File: src/rtl/fir_dac_tx.sv
// fir_dac_tx: captures one filter sample per sample-rate strobe and shifts it out
// to a 16-bit serial DAC as {CMD, offset-binary sample}, MSB first.
module fir_dac_tx #(
  parameter int         CLK_DIV = 2,
  parameter logic [3:0] CMD     = 4'b0011
) (
  input  logic        rst,
  input  logic        clk,
  input  logic        f_s,
  input  logic [11:0] din,
  output logic        dac_cs_n,
  output logic        dac_sclk,
  output logic        dac_sdo,
  output logic        busy,
  output logic        ovr
);

  typedef enum logic [1:0] {IDLE, SHIFT, GAP} state_t;

  localparam logic [7:0] HALF_LAST = 8'(CLK_DIV - 1);

  state_t      state, state_nx;
  logic        p0, p1, cap;
  logic        req;
  logic [7:0]  hcnt, hcnt_nx;
  logic [4:0]  bcnt, bcnt_nx;
  logic [15:0] sreg, sreg_nx;
  logic        sclk, sclk_nx;
  logic        ovr_q, ovr_nx;

  assign req = p0 & ~p1;

  // Capture lags the request by one clk so din is taken after the filter has settled.
  always_ff @(posedge clk or negedge rst) begin
    if (!rst) begin
      p0  <= 1'b0;
      p1  <= 1'b0;
      cap <= 1'b0;
    end else begin
      p0  <= f_s;
      p1  <= p0;
      cap <= req;
    end
  end

  always_ff @(posedge clk or negedge rst) begin
    if (!rst) begin
      state <= IDLE;
      hcnt  <= '0;
      bcnt  <= '0;
      sreg  <= '0;
      sclk  <= 1'b0;
      ovr_q <= 1'b0;
    end else begin
      state <= state_nx;
      hcnt  <= hcnt_nx;
      bcnt  <= bcnt_nx;
      sreg  <= sreg_nx;
      sclk  <= sclk_nx;
      ovr_q <= ovr_nx;
    end
  end

  always_comb begin
    state_nx = state;
    hcnt_nx  = hcnt;
    bcnt_nx  = bcnt;
    sreg_nx  = sreg;
    sclk_nx  = sclk;
    ovr_nx   = ovr_q;

    // A capture outside IDLE (GAP included) is lost; the running frame is untouched.
    if (cap && (state != IDLE)) ovr_nx = 1'b1;

    case (state)
      IDLE: begin
        if (cap) begin
          state_nx = SHIFT;
          sreg_nx  = {CMD, din ^ 12'h800};
          hcnt_nx  = '0;
          bcnt_nx  = '0;
          sclk_nx  = 1'b0;
        end
      end
      SHIFT: begin
        if (hcnt == HALF_LAST) begin
          hcnt_nx = '0;
          if (!sclk) begin
            sclk_nx = 1'b1;
          end else begin
            sclk_nx = 1'b0;
            bcnt_nx = bcnt + 5'd1;
            if (bcnt == 5'd15) state_nx = GAP;
            else               sreg_nx  = {sreg[14:0], 1'b0};
          end
        end else begin
          hcnt_nx = hcnt + 8'd1;
        end
      end
      GAP: begin
        if (hcnt == HALF_LAST) begin
          state_nx = IDLE;
          hcnt_nx  = '0;
          bcnt_nx  = '0;
          sreg_nx  = '0;
        end else begin
          hcnt_nx = hcnt + 8'd1;
        end
      end
      default: state_nx = IDLE;
    endcase
  end

  assign dac_cs_n = (state != SHIFT);
  assign dac_sclk = sclk;
  assign dac_sdo  = (state == SHIFT) && sreg[15];
  assign busy     = (state != IDLE);
  assign ovr      = ovr_q;

endmodule

File: config.mk
export PLATFORM = sky130hd
export DESIGN_NAME = fir_dac_tx
export DESIGN_NICKNAME = d
export VERILOG_FILES = /design/src/rtl/fir_dac_tx.sv
export SDC_FILE = /design/constraint.sdc
export NUM_CORES = 1
export LEC_CHECK = 0
export ABC_CLOCK_PERIOD_IN_PS = 2900
export CORE_AREA = 4 4 47 90
export CTS_BUF_LIST = sky130_fd_sc_hd__clkbuf_2
export CTS_CLUSTER_DIAMETER = 40
export DETAILED_ROUTE_END_ITERATION = 6
export DIE_AREA = 0 0 51 94
export PLACE_DENSITY = 0.85
export SETUP_SLACK_MARGIN = 0.3
export SYNTH_ARGS = -nofsm -noshare
export SYNTH_HDL_FRONTEND = slang
export SYNTH_SLANG_ARGS = --single-unit
File: constraint.sdc
create_clock -name clk -period 2.9 [get_ports clk]
set_clock_uncertainty 0.2 [all_clocks]
set_input_delay 0.29 -clock clk [delete_from_list [all_inputs] [get_ports clk]]
set_output_delay 0.29 -clock clk [all_outputs]
set_load 0.05 [all_outputs]
==> results.yml <==
power_and_ir_drop:
  intPower_mw: 1.283
  pwr-share-seq: 0.328
  powerDensity_nw_per_um2: 1000
  power_mw: 2.297
  pwr-share-clk: 0.096
  combPwrFrac: 0.576
  p_sw_mw: 1.014
  p_leak_nw: 1.028
  switching_share: 0.4414
  ir_drop_uv: 685.7
cells_and_area:
  final_common_cell: "dfrtp_1"
  n_antenna_cell: 0
  layout.nets: 248
  fillerInstances: 299
  area_growth_pct: 14.69
  drive_above_1_share: 0.1333
  design_area_um2: 2296
  final_cell_mix: "dfrtp_1, o21ai_0, nand2_1, inv_1, clkdlybuf4s50_1"
global_routing:
  antenna_found_initial: 0
  grt_max_degree: 37
  overflow: 0
  grt_pass1_wl_mm: 6.762
  gr-usage-all-layers: 0.1861
  grt_pass1_vias: 1597
timing:
  setup_tns_ns: 0
  max_freq_mhz: 398.9
  relSlewSlack: 0.5830
  fin_crit_sh: 0.8645
  tightestPinTransition_ns: 0.6168
  grt_setup_unrepaired: "yes"
  finalHoldViolCount: 0
  slew_viol_final: 0
  final.min_clock_period_ns: 2.507
  final-setup-viol-count: 0
  whs_ns: 0.08925
worst_setup_path:
  start_kind: "register"
  worst-r2r-setup-slack_ns: 0.47
  cp_max_fo: 11
  required_ns: 2.41
  worstSetupPathType: "register to output pin"
  cp_cell_sequence: "inv_1 -> ha_1 -> buf_4 -> and2_1 -> clkdlybuf4s15_1"
  crit_slowest_cell: "clkdlybuf4s15_1"
  crit_family: "buffers and inverters"
  timing.rr.start: "bcnt[0]"
  end_kind: "output pin"
  crit_arrival_ns: 2.02
  r2r-end: "sreg[1]"
  path_buf_inv: 3
  slowest_delay_ns: 0.49
  r2r_cells: 8
cts:
  cts_hold_buf: 0
  cts_root_buf: "clkbuf_2"
  cts_tree: "built"
  cts_buffers: 5
  htree_levels: 2
  clk_path_buf_depth: 2
  cts.sinks: 36
  cts_setup_buffers: 0
  clock_latency_ns: 0.38
  clkTransAtPathRegs_ns: 0.20
floorplan:
  fp.dieH_um: 94
  fp-row-count: 31
  die-area_um2: 4794
  initial_core_util: 0.5550
  ios: 20
  die_x_um: 51
  core_area_um2: 3607
route:
  totalWireLength_mm: 3.934
  drt-met1-wl_mm: 1.496
  avgViaCountPerCell: 5.522
  top_layer: "met4"
  drc: 0
  dr_wl_met3_um: 102
  firstDrtPassIters: 4
  wl_per_cell_um: 14.36
  postRouteAntennaNets: 0
  dr_wl_met2_mm: 2.256
  vias: 1513
  drt-initial-drc-count: 43
synthesis:
  synthFlopType: "dfrtp_1"
  yosysTopAreaCellShare: 0.4500
  synth_fp_nets: 225
  synthCells: 201
  syn_area_per_cell_um2: 9.960
  yosys_warnings: 0
  async_flop_share: 1.000
  synth_seq_area_share: 0.4500
  synth.distinct_cells: 40
  synth_edf_count: 0
  yosys.area.top_type: "dfrtp_1"
  ys_seq_elements: 36
  netlist_area_um2: 2002
  synth_area_leaders: "dfrtp_1, mux2_4, ha_1, o21ai_0, nand2_1"
place:
  portBuffers: 19
  placed_cell_area_um2: 2251
  hpwlAfterDp_mm: 2.985
  globalplace.congestion: 0.8042
outcome:
  status: "finished clean"
worst_hold_path:
  min_path_type: "input pin to async pin"
job:
  drv_cap: 0
==> area by class of cell <==
| cell class | count | area, um^2 | share of cell area |
|---|---|---|---|
| clock buffer | 5 | 25.02 | 0.01090 |
| multi-input combinational | 140 | 1002 | 0.4365 |
| clock inverter | 3 | 13.76 | 0.005995 |
| timing repair buffer | 24 | 229.0 | 0.09973 |
| sequential | 36 | 900.9 | 0.3924 |
| inverter | 17 | 63.81 | 0.02779 |
| tap | 49 | 61.31 | 0.02670 |
==> cells in the mapped netlist (2+ instances only) <==
cell        n
a21o_1      2
nor4_1      2
or3_1       2
nand2b_1    2
nand3_1     2
and3_1      2
a21oi_1     7
a31oi_1     2
ha_1        9
buf_2       2
nor4b_1     4
mux2_4      8
mux2_2      4
o21ai_0    22
nand2_1    21
and2_1      4
clkbuf_1    5
nor2_1      9
o31ai_1     3
dfrtp_1    36
mux2i_1     2
inv_1      16
nand4_1     5
a41oi_1     2
xnor2_1     5
nor2b_1     4
a2bb2oi_1   2
o41ai_1     2
nor3_1      4
==> routing by layer <==
metal	GRT usage	up-vias
li1	-	753
met2	0.3631	31
met1	0.1790	723
met3	0.02385	6
met4	0.09438	0
met5	0	-
==> cells by family after synthesis <==
| group | synth area share |
|---|---|
| compound gates | 0.1400 |
| xor+xnor | 0.02187 |
| fa+ha+maj | 0.05625 |
| buf+inv | 0.05188 |
| flops | 0.4500 |
| mux | 0.09250 |
| simple gates | 0.1875 |
==> timing repair <==
| action | CTS | global route |
|---|---|---|
| resized for setup | 2 | 3 |
| hold endpoints to repair | 0 | 0 |
| endpoints found under the setup margin | 2 | 9 |
==> worst max-delay path by stage <==
stage	end	from	slack, ns	cells past startpoint
2_1_floorplan	sreg[10]	state[0]	0.58	8
3_3_place_gp	sreg[0]	state[0]	0.46	7
3_5_place_dp	sreg[1]	state[0]	0.40	7
4_1_cts	busy	state[0]	0.36	4
5_1_grt	dac_sdo	state[1]	0.27	5
6_report	dac_sdo	state[1]	0.39	5
==> metrics by stage <==
step / util / instances / worst slack [ns]
finish: 0.6365 / 274 / 0.3929
global placement: 0.6240 / 266 / 0.4609
global route: 0.6365 / 274 / 0.2716
detailed placement: 0.6240 / 266 / 0.3999
floorplan: - / 201 / 0.5821
CTS: 0.6341 / 274 / 0.3621
==> power groups by stage <==
stage / Sequential (mW) / Combinational [mW] / Clock, mW
final: 0.753 / 1.32 / 0.221
after global routing: 0.773 / 1.45 / 0.247
after CTS: 0.752 / 1.31 / 0.227
after detailed placement: 0.761 / 1.32 / 0
after global placement: 0.756 / 1.29 / 0
after floorplan: 0.746 / 1.03 / 0
==> sequential cells by signal (all words and copies together) (netlist names) <==
name / flops
ovr: 1
bcnt: 5
state: 2
hcnt: 8
p0: 1
sreg: 16
cap: 1
p1: 1
dac_sclk: 1
No activity file was read; power rests on OpenSTA's default activity.
